==> config.mk <==
export PLATFORM = sky130hd
export DESIGN_NAME = command_tag_credit_manager
export DESIGN_NICKNAME = d
export VERILOG_FILES = /design/src/rtl/command_tag_credit_manager.sv
export SDC_FILE = /design/constraint.sdc
export NUM_CORES = 1
export LEC_CHECK = 0
export ABC_AREA = 1
export CORE_MARGIN = 1.5
export CORE_UTILIZATION = 40
export DETAILED_ROUTE_END_ITERATION = 10
export PLACE_DENSITY = 0.53
export SYNTH_ARGS = -nofsm -noshare
export SYNTH_HDL_FRONTEND = slang
export SYNTH_SLANG_ARGS = --single-unit
export TNS_END_PERCENT = 30
==> constraint.sdc <==
create_clock -name clock -period 12.7 [get_ports clock]
set_clock_uncertainty 0.2 [all_clocks]
set_input_delay 3.81 -clock clock [delete_from_list [all_inputs] [get_ports clock]]
set_output_delay 3.81 -clock clock [all_outputs]
set_load 0.1 [all_outputs]
==> src/rtl/command_tag_credit_manager.sv <==
// Command tag and PSL credit manager: gates command issue on credits and free tags,
// recycles tags from responses and flags protocol errors. Optional statistics: CMD_TAG_STATS_EN.
module command_tag_credit_manager #(
  parameter int NUM_TAGS  = 64,
  parameter int TAG_WIDTH = 8,
  parameter int CNT_WIDTH = 9
) (
  input  logic                 clock,
  input  logic                 reset,
  input  logic                 enabled_in,
  input  logic [7:0]           croom_in,
  input  logic                 cmd_request_in,
  output logic                 cmd_ready_out,
  output logic                 cmd_grant_out,
  output logic [TAG_WIDTH-1:0] cmd_tag_out,
  input  logic                 response_valid_in,
  input  logic [TAG_WIDTH-1:0] response_tag_in,
  output logic [CNT_WIDTH-1:0] credits_out,
  output logic [CNT_WIDTH-1:0] in_flight_out,
  output logic                 drained_out,
  output logic                 error_out,
  output logic [31:0]          stat_issued_out,
  output logic [CNT_WIDTH-1:0] stat_max_inflight_out
);

  localparam int PTR_W = (NUM_TAGS > 1) ? $clog2(NUM_TAGS) : 1;
  localparam logic [PTR_W-1:0]     LAST_PTR  = PTR_W'(NUM_TAGS - 1);
  localparam logic [CNT_WIDTH-1:0] POOL_SIZE = CNT_WIDTH'(NUM_TAGS);
  localparam logic [TAG_WIDTH:0]   TAG_LIMIT = (TAG_WIDTH + 1)'(NUM_TAGS);

  typedef enum logic [1:0] {
    ST_DISABLED,
    ST_LOAD,
    ST_ACTIVE,
    ST_DRAIN
  } state_e;

  state_e               state_q;
  logic [CNT_WIDTH-1:0] credits_q, credits_d;
  logic [CNT_WIDTH-1:0] in_flight_q, in_flight_d;
  logic [CNT_WIDTH-1:0] free_count_q, free_count_d;
  logic [PTR_W-1:0]     head_q, head_d;
  logic [PTR_W-1:0]     tail_q, tail_d;
  logic [NUM_TAGS-1:0]  bitmap_q, bitmap_d;
  logic                 error_q, error_d;
  logic [TAG_WIDTH-1:0] fifo_q [NUM_TAGS];

  logic                 grant;
  logic                 rsp_in_range;
  logic                 rsp_legal;
  logic                 rsp_bad;
  logic [PTR_W-1:0]     rsp_idx;
  logic [PTR_W-1:0]     grant_idx;
  logic [CNT_WIDTH-1:0] croom_ext;
  logic [CNT_WIDTH-1:0] credits_load;

  function automatic logic [PTR_W-1:0] ptr_inc(input logic [PTR_W-1:0] p);
    return (p == LAST_PTR) ? '0 : p + PTR_W'(1);
  endfunction

  assign cmd_ready_out = (state_q == ST_ACTIVE) && (credits_q != '0) && (free_count_q != '0);
  assign grant         = cmd_request_in && cmd_ready_out;
  assign cmd_grant_out = grant;
  assign cmd_tag_out   = fifo_q[head_q];
  assign grant_idx     = cmd_tag_out[PTR_W-1:0];

  // A response only counts if its tag is in range and currently outstanding.
  assign rsp_idx      = response_tag_in[PTR_W-1:0];
  assign rsp_in_range = {1'b0, response_tag_in} < TAG_LIMIT;
  assign rsp_legal    = response_valid_in && rsp_in_range && bitmap_q[rsp_idx];
  assign rsp_bad      = response_valid_in && !rsp_legal;

  assign croom_ext    = CNT_WIDTH'(croom_in);
  assign credits_load = (croom_ext > POOL_SIZE) ? POOL_SIZE : croom_ext;

  assign credits_out   = credits_q;
  assign in_flight_out = in_flight_q;
  assign drained_out   = (state_q == ST_DRAIN) && (in_flight_q == '0);
  assign error_out     = error_q;

  // NOTE: every always_comb output gets a default first so no path leaves it unassigned (no latch).
  always_comb begin
    credits_d    = credits_q;
    in_flight_d  = in_flight_q;
    free_count_d = free_count_q;
    head_d       = head_q;
    tail_d       = tail_q;
    bitmap_d     = bitmap_q;
    error_d      = error_q | rsp_bad;

    if (grant) begin
      head_d              = ptr_inc(head_q);
      bitmap_d[grant_idx] = 1'b1;
    end
    if (rsp_legal) begin
      tail_d            = ptr_inc(tail_q);
      bitmap_d[rsp_idx] = 1'b0;
    end

    // Grant plus legal response in one cycle nets to no change in the counters.
    case ({grant, rsp_legal})
      2'b10: begin
        credits_d    = credits_q - CNT_WIDTH'(1);
        in_flight_d  = in_flight_q + CNT_WIDTH'(1);
        free_count_d = free_count_q - CNT_WIDTH'(1);
      end
      2'b01: begin
        credits_d    = credits_q + CNT_WIDTH'(1);
        in_flight_d  = in_flight_q - CNT_WIDTH'(1);
        free_count_d = free_count_q + CNT_WIDTH'(1);
      end
      default: ;
    endcase

    if (state_q == ST_LOAD) credits_d = credits_load;
  end

  always_ff @(posedge clock) begin
    if (reset) begin
      state_q <= ST_DISABLED;
    end else begin
      case (state_q)
        ST_DISABLED: if (enabled_in) state_q <= ST_LOAD;
        ST_LOAD:                     state_q <= ST_ACTIVE;
        ST_ACTIVE:   if (!enabled_in) state_q <= ST_DRAIN;
        ST_DRAIN:    if (in_flight_q == '0) state_q <= ST_DISABLED;
        default:                     state_q <= ST_DISABLED;
      endcase
    end
  end

  // NOTE: sequential state uses non-blocking assignments so every register samples pre-edge values.
  always_ff @(posedge clock) begin
    if (reset) begin
      credits_q    <= '0;
      in_flight_q  <= '0;
      free_count_q <= POOL_SIZE;
      head_q       <= '0;
      tail_q       <= '0;
      bitmap_q     <= '0;
      error_q      <= 1'b0;
      // NOTE: the free-list storage is reset on purpose: it must hold 0..NUM_TAGS-1 after reset.
      for (int i = 0; i < NUM_TAGS; i++) fifo_q[i] <= TAG_WIDTH'(i);
    end else begin
      credits_q    <= credits_d;
      in_flight_q  <= in_flight_d;
      free_count_q <= free_count_d;
      head_q       <= head_d;
      tail_q       <= tail_d;
      bitmap_q     <= bitmap_d;
      error_q      <= error_d;
      if (rsp_legal) fifo_q[tail_q] <= response_tag_in;
    end
  end

`ifdef CMD_TAG_STATS_EN
  logic [31:0]          issued_q;
  logic [CNT_WIDTH-1:0] max_inflight_q;

  always_ff @(posedge clock) begin
    if (reset) begin
      issued_q       <= '0;
      max_inflight_q <= '0;
    end else begin
      if (grant) issued_q <= issued_q + 32'd1;
      if (in_flight_d > max_inflight_q) max_inflight_q <= in_flight_d;
    end
  end

  assign stat_issued_out       = issued_q;
  assign stat_max_inflight_out = max_inflight_q;
`else
  assign stat_issued_out       = '0;
  assign stat_max_inflight_out = '0;
`endif

endmodule

==> results.md, run 1 <==
- Post-Route Setup TNS: 0 ns
- Final setup viols: 0
- Rel. slew slack: 0.0620
- Fill cells: approximately 7.4k
- Crit end category: primary output
- Post-CTS setup buffer count: 0
- Post-synth ARST share: 0
- Final hold viol count: 0
- Fmax: between 90 and 100 MHz
- Cell area power density: about 160 nW/um^2
- Total gr overflow: 0
- Status: completed
- Post-synth EDFFs: 512
- Seq cells post-synth: ~620
- # DRC: 0
- Crit Reg-Reg Startpoint: bitmap_q[44]$_SDFF_PP0_
- IO buf count: 50
- Vias per inst: ~5.3
- Commonest non-fill, non-tap cell in the layout: nand2_1
- Hold WS: around 0.25 ns
- Largest net degree at the start of global routing: roughly 150
- Synthesized area per cell: just over 9 sq um
- Total power draw: about 5400 uW
- CP startpoint: cmd_request_in
- Yosys cell types: 49
- Cells after Synth: 3328
- Vias: 23.5k
- Clk pin slew, worst setup/hold paths: ~0.060 ns
- Vias in the first global route: about 23k
- Synth Cell Area: roughly 31000 sq um
- Final ANT Viol Nets: 0
- Critical path arrival: between 6 and 7 ns
- Initial antenna violation count: 0
- Clock latency on the worst-skew pair: 0.62 ns
- Clock Path Buffers: 3
- Worst EP required: 8.69 ns
- Worst flop-to-flop path endpoint: credits_out[8]$_SDFFE_PP0P_
- Placed cell area: 31800 sq um
- Syn-to-layout area delta: 10.7%
- Root Buffer: clkbuf_16
- Max IR drop VDD: 0.000126 V
- Die width: about 280 microns
- Drt pass-1 iters: 6
- Num rows: approximately 100
- Reg2reg path depth: 24
- Ports: 92
- RSZ-0062 raised after global routing: no
- Post-cts resize count: 0
- Final cell count without fillers: 4408
- Sequential area share after synthesis: 0.575
- Setup CP Type: in -> out
- Pleak: 0.0119 uW
- Period utilization: 0.819
- HP Class: reg -> reg
- Final Cell Area: 33900 sq um
- Final wirelength: roughly 90000 microns
- HP Start: bitmap_q[7]$_SDFF_PP0_
- TritonCTS clock tree: done
- Core Footprint: between 70000 and 80000 sq um
- Nets: about 3.4k
- Yosys Warn Count: 0
- Max Fanout on Critical Path: 11
- Placed cells: 4279
- Slew @ Worst Pin: ~1.4 ns
- Die area: 78300 sq um
- First-pass GRT wire length: about 140000 microns
- Post-DP HPWL: between 50000 and 60000 microns
- Post-layout min period: a little over 10 ns
- TritonCTS buffer count: between 70 and 80
- Die height: roughly 280 microns
- H-tree depth: 3
- Gpl congestion: 0.891
- CP Launch Type: input port
- Layout cells sized above 1: 0.0805
- Starting Density: 0.404
- DR iter-0 viols: ~2.2k
- # hold bufs at CTS: 0
- Worst R2R Setup Slack: about 7.6 ns
- Max capacitance violation total: 0
- DR WL/cell: 20.4 microns
- Gr usage total: 0.228
- Ys flop type: edfxtp_1
- CTS Sinks: roughly 620
- Antenna diode count: 0
- Fin. max-slew vios: 0
- CP endpoint: cmd_grant_out
- Commonest non-fill, non-tap cells in the layout: nand2_1 (904), edfxtp_1 (512), nand3_1 (369), nor2_1 (295), o21ai_0 (227)
cells by family after synthesis:
kind of cell / synth area share
AOI/OAI and AO/OA: 0.0701
and+or+nand+nor: 0.266
adders and majority gates: 0.0138
buffers and inverters: 0.0703
other: 0.000122
DFF: 0.575
xor gates and xnor gates: 0.00514
layout make-up:
| cell class | instances | area [sq um] | area share |
|---|---|---|---|
| multi-input combinational | 2436 | 11500 | 0.339 |
| timing repair buffer | 89 | 811 | 0.0239 |
| sequential | 624 | 17600 | 0.519 |
| clock inverter | 34 | 254 | 0.00749 |
| tap | 978 | 1220 | 0.0361 |
| inverter | 154 | 594 | 0.0175 |
| clock buffer | 93 | 1900 | 0.0561 |
critical path, stage by stage:
cell,delay [ns]
clkdlybuf4s50_1,0.46
nand3_1,0.51
inv_2,0.41
clkdlybuf4s50_1,1.19
Yosys cell counts, types with 7 or more instances:
master,number,area [sq um]
xor2_1,13,114
o21ai_1,24,120
buf_1,7,26.3
o22ai_1,39,244
nand4_1,10,62.6
nand3_1,370,1850
a21oi_1,86,430
o21ai_0,230,1150
ha_1,29,363
buf_6,19,214
nand2_2,7,43.8
buf_2,31,155
edfxtp_1,512,15400
clkbuf_1,139,522
inv_2,18,67.6
buf_4,84,631
inv_1,129,484
nand3_2,9,90.1
nor2_1,295,1110
dfxtp_1,112,2240
nor2_2,8,50.1
nand2_1,904,3390
nor3_1,109,546
nor3_2,78,781
power breakdown:
group | switching [uW] | leakage [uW] | total, uW | internal, uW
combinational | 844 | 0.00516 | 1110 | 268
sequential | 61.4 | 0.00574 | 2370 | 2310
clock | 837 | 0.00105 | 1960 | 1120
total | 1740 | 0.0119 | 5440 | 3700
stage by stage:
step / utilization / worst slack (ns)
3_3_place_gp: 0.419 / 2.34
6_report: 0.447 / 2.30
3_5_place_dp: 0.419 / 2.16
4_1_cts: 0.447 / 2.29
5_1_grt: 0.447 / 2.22
2_1_floorplan: - / 4.38
how the worst min path moves through the flow:
stage | to | cells past startpoint | slack, ns
finish | bitmap_q[7]$_SDFF_PP0_ | 2 | 0.25
global route | bitmap_q[52]$_SDFF_PP0_ | 2 | 0.27
CTS | bitmap_q[47]$_SDFF_PP0_ | 2 | 0.25
detailed placement | bitmap_q[47]$_SDFF_PP0_ | 2 | 0.24
global placement | bitmap_q[26]$_SDFF_PP0_ | 2 | 0.24
floorplan | bitmap_q[26]$_SDFF_PP0_ | 2 | 0.23
sequential cells by signal (all words and copies together) (netlist names), named ones only:
name,flops
free_count_q,9
bitmap_q,64
head_q,6
in_flight_out,9
error_out,1
credits_out,9
fifo_q,512
tail_q,6
state_q,2
metal layers:
layer	part of all wire	GRT usage
met5	0	0
met4	0.036	0.0904
met3	0.062	0.0375
met2	0.47	0.370
met1	0.43	0.304
Note: power is estimated with default switching activity, not from simulation.
==> run 2, diff against run 1 <==
clock period = 10.2 ns   (was 12.7 ns; I/O delays follow)
==> run 2 against run 1 <==
Combinational power rose by 26%. Via count is 1.2% higher. Clock power grew 31%. Utilization increased by 0.38 points. Clock-buffer cell count increased by 7. First-iteration DRC count rose by 2.4%. Register-to-register slack worse by 2.4 ns. Non-clock buffer count increased by 16. Worst setup slack lost 0.96 ns. Critical path type unchanged.
==> results.md, run 2 (same netlist as run 1, synthesis figures left out) <==
- Status: completed (unchanged)
- Antenna diode count: 0 (unchanged)
- Max capacitance violation total: 0 (unchanged)
- Final setup viols: 0 (unchanged)
- Pleak: 0.0121 uW (was 0.0119 uW)
- Ports: 92 (unchanged)
- Post-cts resize count: 0 (unchanged)
- Fmax: ~110 MHz
- Max FFs per register: 512 (unchanged)
- Vias: 23.8k (was 23.5k)
- Post-CTS setup buffer count: 0 (unchanged)
- M3 GR Usage: 0.0289 (was 0.0375)
- CP Launch Type: input port (unchanged)
- Fin. max-slew vios: 0 (unchanged)
- RSZ-0062 raised after global routing: no (unchanged)
- Total power draw: 6910 uW (was 5440 uW)
- Num rows: 101 (unchanged)
- Drt pass-1 iters: 6 (unchanged)
- Die height: 280 microns (unchanged)
- Total gr overflow: 0 (unchanged)
- Final cell count without fillers: 4429 (was 4408)
- Slew @ Worst Pin: 1.33 ns (was 1.39 ns)
- # DRC: 0 (unchanged)
- Initial antenna violation count: 0 (unchanged)
- Final ANT Viol Nets: 0 (unchanged)
- Met2 Usage GRT: 0.379 (was 0.370)
- IO buf count: 50 (unchanged)
- Gpl congestion: 0.900 (was 0.891)
- Syn-to-layout area delta: 11.7% (was 10.7%)
- Max IR drop VDD: 0.000189 V (was 0.000126 V)
- M1 GR Usage: 0.313 (was 0.304)
- Cell area power density: 202 nW/um^2 (was 160 nW/um^2)
- Post-DP HPWL: 58500 microns (was 57000 microns)
- TritonCTS clock tree: done (unchanged)
- Crit-path cells: clkdlybuf4s50_1 -> nand3_1 -> inv_2 -> clkdlybuf4s50_1 (unchanged)
- Post-Route Setup TNS: 0 ns (unchanged)
- Clk pin slew, worst setup/hold paths: 0.06 ns (about the same)
- Rel. slew slack: 0.104 (was 0.0620)
- Reg with most FFs: fifo_q (unchanged)
- Period utilization: 0.869
- DR iter-0 viols: 2263 (was 2210)
- Layout cells sized above 1: 0.0864 (was 0.0805)
- Largest registers: fifo_q (512), bitmap_q (64) (unchanged)
- Root Buffer: clkbuf_16 (unchanged)
- Vias per inst: 5.38 (was 5.34)
- Final hold viol count: 0 (unchanged)
- DR WL/cell: 20.4 microns (about the same)
- GRT busiest layer: met2 (unchanged)
- Core Footprint: 75800 sq um (unchanged)
- Die area: 78300 sq um (unchanged)
- Most common cell on crit path: clkdlybuf4s50_1 (unchanged)
- Fill cells: 7348 (was 7427)
- Sequential cell area: 17600 sq um (unchanged)
- Die width: 280 microns (unchanged)
- Commonest non-fill, non-tap cells in the layout: nand2_1 (904), edfxtp_1 (512), nand3_1 (369), nor2_1 (295), o21ai_0 (230) (was nand2_1 (904), edfxtp_1 (512), nand3_1 (369), nor2_1 (295), o21ai_0 (227))
- Clock Path Buffers: 3 (unchanged)
- Placed cells: 4297 (was 4279)
- Commonest non-fill, non-tap cell in the layout: nand2_1 (unchanged)
- CTS Sinks: 624 (unchanged)
- Critical path arrival: 5.60 ns (was 6.39 ns)
- TritonCTS buffer count: 72 (was 71)
- Clock latency on the worst-skew pair: 0.62 ns (about the same)
- Gr usage total: 0.229 (was 0.228)
- Slowest stage delay, CP: 1.19 ns (about the same)
- Final wirelength: 90300 microns (was 89900 microns)
- Nets: 3446 (was 3429)
- Crit end category: primary output (unchanged)
- Max Fanout on Critical Path: 11 (unchanged)
- Post-layout min period: just under 9 ns
- Largest net degree at the start of global routing: 165 (was 154)
- H-tree depth: 3 (unchanged)
- Starting Density: 0.404 (unchanged)
- Multi-input gate area: 11500 sq um (about the same)
- Worst EP required: 6.94 ns (was 8.69 ns)
- CP max stage cell: clkdlybuf4s50_1 (unchanged)
- Hold WS: 0.264 ns (was 0.252 ns)
- Vias in the first global route: 23.0k (was 22.8k)
- HP Class: reg -> reg (unchanged)
- # hold bufs at CTS: 0 (unchanged)
- Post-Route Utilization: 0.451 (was 0.447)
- First-pass GRT wire length: 138000 microns (was 136000 microns)
- Setup CP Type: in -> out (unchanged)
[run 2: worst paths after layout]
path	slack [ns]	to	startpoint	depth (start not counted)
hold / removal	0.26	bitmap_q[26]$_SDFF_PP0_	bitmap_q[26]$_SDFF_PP0_	2
hold reg to reg	0.26	bitmap_q[26]$_SDFF_PP0_	bitmap_q[26]$_SDFF_PP0_	2
setup reg to reg	5.15	credits_out[8]$_SDFFE_PP0P_	bitmap_q[6]$_SDFF_PP0_	24
setup / recovery	1.34	cmd_grant_out	cmd_request_in	4
[run 2: power by group]
| part | switching (uW) | internal [uW] | total [uW] |
|---|---|---|---|
| clock network | 1060 | 1500 | 2560 |
| logic | 1060 | 340 | 1400 |
| registers | 75.5 | 2880 | 2950 |
| total | 2190 | 4720 | 6910 |
[run 2: metrics by stage]
step | area, sq um | worst slack, ns
finish | 34200 | 1.34
global route | 34200 | 0.986
CTS | 34200 | 1.32
detailed placement | 31900 | 0.928
global placement | 31900 | 1.09
floorplan | 31300 | 3.15
[run 2: layout make-up]
cell class                 count  area share
sequential                   624       0.515
timing repair buffer         105      0.0276
inverter                     154      0.0174
multi-input combinational   2436       0.336
clock inverter                32     0.00698
tap                          978      0.0358
clock buffer                 100      0.0609
[run 2: worst max-delay path: cells and delay by family]
family,cells,cell delay [ns]
AND/OR/NAND/NOR,1,0.50
buffers and inverters,3,2.03
[run 2: per-layer routing]
layer,routed length [microns],share of wire,vias to the layer above
li1,-,-,11259
met1,39600,0.44,11615
met2,42800,0.47,772
met3,5090,0.056,162
met4,2770,0.031,0
met5,0,0,-
